## src/rtl/sram_arbiter.sv

```systemverilog
// sram_arbiter
//   Two-requester, round-robin controller for an asynchronous single-port
//   SRAM with active-low N_WE / N_OE strobes (write commits on falling N_WE).
//   Each access is sequenced as SETUP -> strobe -> HOLD, so address and
//   write data are stable around every strobe edge. This block is the only
//   driver of the SRAM strobes.
//
// Ports
//   CLK, N_RST            clock (rising edge), synchronous active-low reset
//   REQ0/1, WE0/1         access request (held until GNT), 1 = write
//   ADDR0/1, WDATA0/1     access address / write data per requester
//   GNT0/1                combinational one-cycle accept (IDLE only)
//   RVALID0/1             one-cycle read-data-valid pulse to the owner
//   RDATA                 registered read data, shared between requesters
//   BUSY                  high whenever an access is in flight
//   SRAM_ADDR/SRAM_WDATA  address / write data to the SRAM
//   SRAM_N_WE/SRAM_N_OE   registered active-low strobes to the SRAM
//   SRAM_RDATA            read data from the SRAM
module sram_arbiter #(
  parameter int DEPTH    = 12,
  parameter int WIDTH    = 8,
  parameter int RD_WAIT  = 1,
  parameter int WR_PULSE = 1
) (
  input  logic             CLK,
  input  logic             N_RST,
  input  logic             REQ0,
  input  logic             REQ1,
  input  logic             WE0,
  input  logic             WE1,
  input  logic [DEPTH-1:0] ADDR0,
  input  logic [DEPTH-1:0] ADDR1,
  input  logic [WIDTH-1:0] WDATA0,
  input  logic [WIDTH-1:0] WDATA1,
  output logic             GNT0,
  output logic             GNT1,
  output logic             RVALID0,
  output logic             RVALID1,
  output logic [WIDTH-1:0] RDATA,
  output logic             BUSY,
  output logic [DEPTH-1:0] SRAM_ADDR,
  output logic             SRAM_N_WE,
  output logic             SRAM_N_OE,
  output logic [WIDTH-1:0] SRAM_WDATA,
  input  logic [WIDTH-1:0] SRAM_RDATA
);

  // Strobe-length counter only needs to reach the longer of the two pulses.
  localparam int MAX_PULSE = (RD_WAIT > WR_PULSE) ? RD_WAIT : WR_PULSE;
  localparam int CNT_W     = (MAX_PULSE > 1) ? $clog2(MAX_PULSE) : 1;

  typedef enum logic [2:0] {
    IDLE,
    SETUP,
    WSTROBE,
    RSTROBE,
    HOLD
  } state_t;

  state_t           state;
  state_t           next_state;
  logic [CNT_W-1:0] cnt;
  logic             owner;      // requester that owns the current access
  logic             we_q;       // latched access direction
  logic             last_gnt;   // requester granted most recently
  logic             grant0;
  logic             grant1;
  logic             strobe_last;

  // Arbitration: a lone requester wins; on a tie the requester that was not
  // granted last wins. Grants are suppressed while reset is asserted so no
  // accept is signalled at an edge that will be discarded.
  // NOTE: every signal assigned in an always_comb gets a default first, so no
  // path through the block can leave it unassigned and infer a latch.
  always_comb begin
    grant0 = 1'b0;
    grant1 = 1'b0;
    if (state == IDLE && N_RST) begin
      if (REQ0 && (!REQ1 || last_gnt)) grant0 = 1'b1;
      else if (REQ1)                   grant1 = 1'b1;
    end
  end

  assign GNT0 = grant0;
  assign GNT1 = grant1;
  assign BUSY = (state != IDLE);

  // Last cycle of the strobe phase for the current access direction.
  always_comb begin
    strobe_last = 1'b0;
    if (state == WSTROBE && cnt == CNT_W'(WR_PULSE - 1)) strobe_last = 1'b1;
    if (state == RSTROBE && cnt == CNT_W'(RD_WAIT - 1))  strobe_last = 1'b1;
  end

  always_comb begin
    next_state = state;
    case (state)
      IDLE:    if (grant0 || grant1) next_state = SETUP;
      SETUP:   next_state = we_q ? WSTROBE : RSTROBE;
      WSTROBE,
      RSTROBE: if (strobe_last) next_state = HOLD;
      HOLD:    next_state = IDLE;
      default: next_state = IDLE;
    endcase
  end

  // NOTE: sequential state uses non-blocking assignments so every flop
  // samples the pre-edge values regardless of statement order.
  always_ff @(posedge CLK) begin
    if (!N_RST) begin
      // NOTE: the SRAM-facing address/data registers are reset too, so the
      // pins come up at a defined value rather than whatever the flops hold.
      state      <= IDLE;
      cnt        <= '0;
      owner      <= 1'b0;
      we_q       <= 1'b0;
      last_gnt   <= 1'b1;    // requester 0 wins the first tie
      SRAM_ADDR  <= '0;
      SRAM_WDATA <= '0;
      SRAM_N_WE  <= 1'b1;
      SRAM_N_OE  <= 1'b1;
      RDATA      <= '0;
      RVALID0    <= 1'b0;
      RVALID1    <= 1'b0;
    end else begin
      state <= next_state;

      if ((state == WSTROBE || state == RSTROBE) && !strobe_last) cnt <= cnt + 1'b1;
      else                                                         cnt <= '0;

      // Request fields are captured at the grant edge, which is also the
      // only edge on which the SRAM address/data pins may change.
      if (grant0 || grant1) begin
        owner      <= grant1;
        last_gnt   <= grant1;
        we_q       <= grant1 ? WE1    : WE0;
        SRAM_ADDR  <= grant1 ? ADDR1  : ADDR0;
        SRAM_WDATA <= grant1 ? WDATA1 : WDATA0;
      end

      // Strobes are decoded from the next state so each flop toggles exactly
      // on state entry/exit; they can never both be low.
      SRAM_N_WE <= (next_state != WSTROBE);
      SRAM_N_OE <= (next_state != RSTROBE);

      if (state == RSTROBE && strobe_last) RDATA <= SRAM_RDATA;

      RVALID0 <= (next_state == HOLD) && !we_q && !owner;
      RVALID1 <= (next_state == HOLD) && !we_q &&  owner;
    end
  end

endmodule

```

## config.mk

```make
export PLATFORM = sky130hd
export DESIGN_NAME = sram_arbiter
export DESIGN_NICKNAME = d
export VERILOG_FILES = /design/src/rtl/sram_arbiter.sv
export SDC_FILE = /design/constraint.sdc
export NUM_CORES = 1
export LEC_CHECK = 0
export ABC_AREA = 0
export ABC_CLOCK_PERIOD_IN_PS = 4300
export CAP_MARGIN = 40
export CORE_MARGIN = 4
export CORE_UTILIZATION = 42
export DETAILED_ROUTE_END_ITERATION = 6
export PLACE_DENSITY = 0.95
export SYNTH_ARGS = -nofsm -noshare
export SYNTH_HDL_FRONTEND = slang
export SYNTH_SLANG_ARGS = --single-unit
```

## constraint.sdc

```tcl
create_clock -name CLK -period 4.3 [get_ports CLK]
set_input_delay 1.075 -clock CLK [delete_from_list [all_inputs] [get_ports CLK]]
set_output_delay 1.075 -clock CLK [all_outputs]
set_load 0.05 [all_outputs]
```

; ---- Word-level counts from Yosys, hierarchy flattened
; Cells that the tools add are included.
[word_totals]
register_bits = 39
in_bits = 54
elab_cells = 54
[op_classes]
n_addsub = 1
n_eq_ne = 6
mux = 14
n_bitwise = 1
reduce_logical = 20
[op_table]
columns = op, count
row1 = 12-bit 2-to-1 mux, 1
row2 = 1-bit logical AND, 9
row3 = 1-bit 2-to-1 mux, 9
row4 = 3-bit case mux with 3 select lines, 1
row5 = 8-bit 2-to-1 mux, 1
row6 = "3-bit by 2-bit == test with 1-bit output, second input constant", 2
row7 = 3-bit 2-to-1 mux, 2
row8 = "3-bit by 2-bit inequality test with 1-bit output, second input constant", 2
row9 = 1-bit zero test, 4
row10 = "3-bit by 1-bit == test with 1-bit output, second input constant", 1
row11 = "3-bit == test, second input constant", 1
row12 = 3-bit zero test, 1
row13 = 1-bit logical OR, 3
row14 = 3-bit nonzero test, 1
row15 = 2-bit AND reduction, 1
row16 = 2-bit OR reduction, 1
row17 = "1-bit adder, second input constant", 1
row18 = 1-bit inverter, 1

; ---- Depth between registers and ports, before layout
[logic_depth]
word_depth = 11
depth_mapped = 5
mapped_depth_nobuf = 3

; ---- Worst setup path before layout
; OpenSTA, ideal clock, no wires.
[synth_timing]
path_kind = input-to-output
from = input N_RST
to = output GNT1
t_arrival_ns = 2.298
required_time_ns = 3.225
path_slack_ns = 0.927
path_stages = 2
n_path_buf = 0
cell_sequence = or4b_1 -> nor2_1
[synth_via]
elab_chain_cells = 2
[synth_rtl]
columns = element, line_no
row1 = start: declaration, 26  ; input logic N_RST,
row2 = 1-bit logical AND, 78  ; if (state == IDLE && N_RST) begin
row3 = 1-bit 2-to-1 mux, 78
row4 = end: declaration, 36  ; output logic GNT1,
; Every way passes these cells.

; ---- Worst setup path in the final report
; Same ends and word-level chain as after synthesis.

==> results_dict.tcl <==
set metrics [dict create \
    grt_pass1_vias 1693 \
    ys_ff_latch 39 \
    start_util_pct 43.38 \
    ys_seq_area_share_pct 45.32 \
    synth_top_area_share_pct 45.32 \
    cp.arrival_ps 2570 \
    reg2reg_slack_ps 2010 \
    slowest_delay_ps 520 \
    critPathTopFamily "simple AND/OR/NAND/NOR gates" \
    cts_hold_buf 0 \
    period_share_pct 84.73 \
    yosys.area.top_type "dfxtp_1" \
    cts_setup_buffers 0 \
    worst_clock_skew_ps 7.386 \
    tns_ps 0 \
    power.clock.fraction_pct 32.9 \
    totalWireLength_mm 5.009 \
    tightestPinTransition_ps 805.9 \
    layout_min_cycle_time_ps 3643 \
    ys.flop_type "dfxtp_1" \
    max_freq_mhz 274.5 \
    cp_num_buf_inv 2 \
    drt_iter0_drc 78 \
    slowest_stage "clkdlybuf4s50_1" \
    layout.nets 322 \
    maxSlewHeadroom_pct 46.28 \
    cts_resized 0 \
    drt-wirelength-per-cell_um 15.70 \
    cp-start-kind "input port" \
    path_clk_slew_ps 80 \
    hp-class "flip-flop to flip-flop" \
    drcViolationCount 0 \
    num_antenna_cells 0 \
    cp_num_cells 4 \
    vias 1750 \
    cts_tree "built" \
    synth_edf_count 0 \
    crit_end "GNT1" \
    power_frac_seq_pct 37.9 \
    status "complete, no violations" \
    syn_nets 242 \
    cts_buffers 5 \
    worstPathMaxFanout 4 \
    comb_power_share_pct 29.2 \
    htree_levels 2 \
    slew_violations 0 \
    rr_endpoint "SRAM_WDATA[0]$_SDFFE_PN0P_" \
    rsz0062_at_grt "no" \
    drive_gt1_share_pct 8.550 \
    io_pins 89 \
    vdd_ir_drop_max_uv 289.3 \
    rows 23 \
    async_reset_ff_share_pct 0 \
    cts_root_buf "clkbuf_8" \
    avgSynthCellArea_um2 9.164 \
    syn_to_final_growth_pct 61.15 \
    ys_types 33 \
    netlist_top_cells_area "dfxtp_1 45%, a311oi_1 9.7%, nand3_1 6.7%" \
    io_buffers 88 \
    ys_warn_count 0 \
    p_sw_w 0.0003284 \
    die-area_um2 5191 \
    cts_buffer_depth 2 \
    hold_violations 0 \
    die_width_um 72.05 \
    hold_slack_ps 486.0 \
    path_cells "clkdlybuf4s50_1 -> or4b_1 -> nor2_1 -> buf_12" \
    globalplace.congestion 0.7407 \
    grt_usage_pct 19.34 \
    grt_pass1_wl_mm 7.914 \
    crit_start "N_RST" \
    setup_viol 0 \
    dp_cells 311 \
    critPathKind "input port to output pin" \
    fin_cells 319 \
    required_ps 3220 \
    swShare_pct 30.35 \
    clock_latency_ps 290 \
    p_per_area_nw_per_um2 389.7 \
    syn_area_um2 1723 \
    fp.dieH_um 72.05 \
    r2r_cells 4 \
    worstSetupEndpointType "output pin" \
    grt_overflow 0 \
    vias_per_cell 5.486 \
    core_um2 3971 \
    synthCells 188 \
    rr_startpoint "state[2]$_SDFF_PN0_" \
    hpwlAfterDp_mm 3.690 \
    p_int_w 0.0007536 \
    cap_violations 0 \
    grt_max_degree 45 \
    p_leak_nw 0.9581 \
    antenna_found_initial 0 \
    first_pass_iters 4 \
    ant_nets 0 \
    mostFrequentLayoutCell "clkdlybuf4s50_1" \
    final_cell_mix "86 x clkdlybuf4s50_1, 39 x dfxtp_1, 23 x nand3_1" \
    cts.sinks 39 \
]
==> power groups by stage <==
stage	Combinational, W	Sequential (W)	Clock [W]
2_1_floorplan	0.000116	0.000493	0
3_3_place_gp	0.000307	0.000416	0
3_5_place_dp	0.000316	0.000418	0
4_1_cts	0.000317	0.000410	0.000359
5_1_grt	0.000334	0.000414	0.000381
6_report	0.000316	0.000410	0.000356
==> cell type report <==
class                           count  area (um^2)
Tap cell                           50        62.56
Sequential cell                    39        780.7
Fill cell                         319         1195
Clock buffer                        6        72.57
Clock inverter                      2        60.06
Inverter                            2        7.507
Timing Repair Buffer               93        962.2
Multi-Input combinational cell    127        830.8
==> state kept, by name (all words and copies together) (netlist names) <==
register	count
state	3
SRAM_N_OE	1
last_gnt	1
SRAM_N_WE	1
cnt	1
owner	1
RVALID1	1
RDATA	8
RVALID0	1
we_q	1
SRAM_WDATA	8
SRAM_ADDR	12
==> through the flow <==
stage          power (W)  utilization (%)  area [um^2]  setup WS [ps]
3_3_place_gp   0.0007225            65.60         2605          720.9
3_5_place_dp   0.0007338            66.57         2644          668.9
2_1_floorplan  0.0006089                -         1723          927.4
6_report        0.001082            69.91         2776          656.5
4_1_cts         0.001086            69.91         2776          669.6
5_1_grt         0.001129            69.91         2776          585.2
==> logic make-up after synthesis <==
group	count (synthesis)	synth area share (%)
compound gates	70	26.80
simple gates	47	15.76
flops	39	45.32
buf+inv	22	6.681
mux	9	5.229
other cells	1	0.2177
==> metal layers <==
metal	GRT usage, %	share of wire (%)	vias to the layer above	wire length (um)
met5	0	0	-	0
met1	21.07	38	816	1899
met3	6.233	6.1	7	306
met4	5.010	1.2	0	59
li1	-	-	866	-
met2	35.92	55	61	2743
==> worst min path at each step <==
stage | startpoint | endpoint | slack (ps) | cells after the start
2_1_floorplan | owner$_SDFFE_PN0P_ | RVALID0$_SDFF_PN0_ | 410 | 1
3_3_place_gp | owner$_SDFFE_PN0P_ | RVALID0$_SDFF_PN0_ | 430 | 1
3_5_place_dp | owner$_SDFFE_PN0P_ | RVALID0$_SDFF_PN0_ | 470 | 1
4_1_cts | owner$_SDFFE_PN0P_ | RVALID0$_SDFF_PN0_ | 490 | 1
5_1_grt | owner$_SDFFE_PN0P_ | RVALID0$_SDFF_PN0_ | 520 | 1
6_report | owner$_SDFFE_PN0P_ | RVALID0$_SDFF_PN0_ | 490 | 1
==> cells in the mapped netlist (2+ instances only) <==
cell	number
dfxtp_1	39
nand3_1	23
a21oi_1	22
a311oi_1	19
o21ai_0	19
nor2_1	10
mux2i_1	9
clkbuf_1	8
buf_2	6
o21ai_1	3
a21bo_2	2
a311oi_2	2
and2_1	2
buf_4	2
buf_6	2
clkbuf_2	2
inv_1	2
Note: power is estimated with default switching activity, not from simulation.
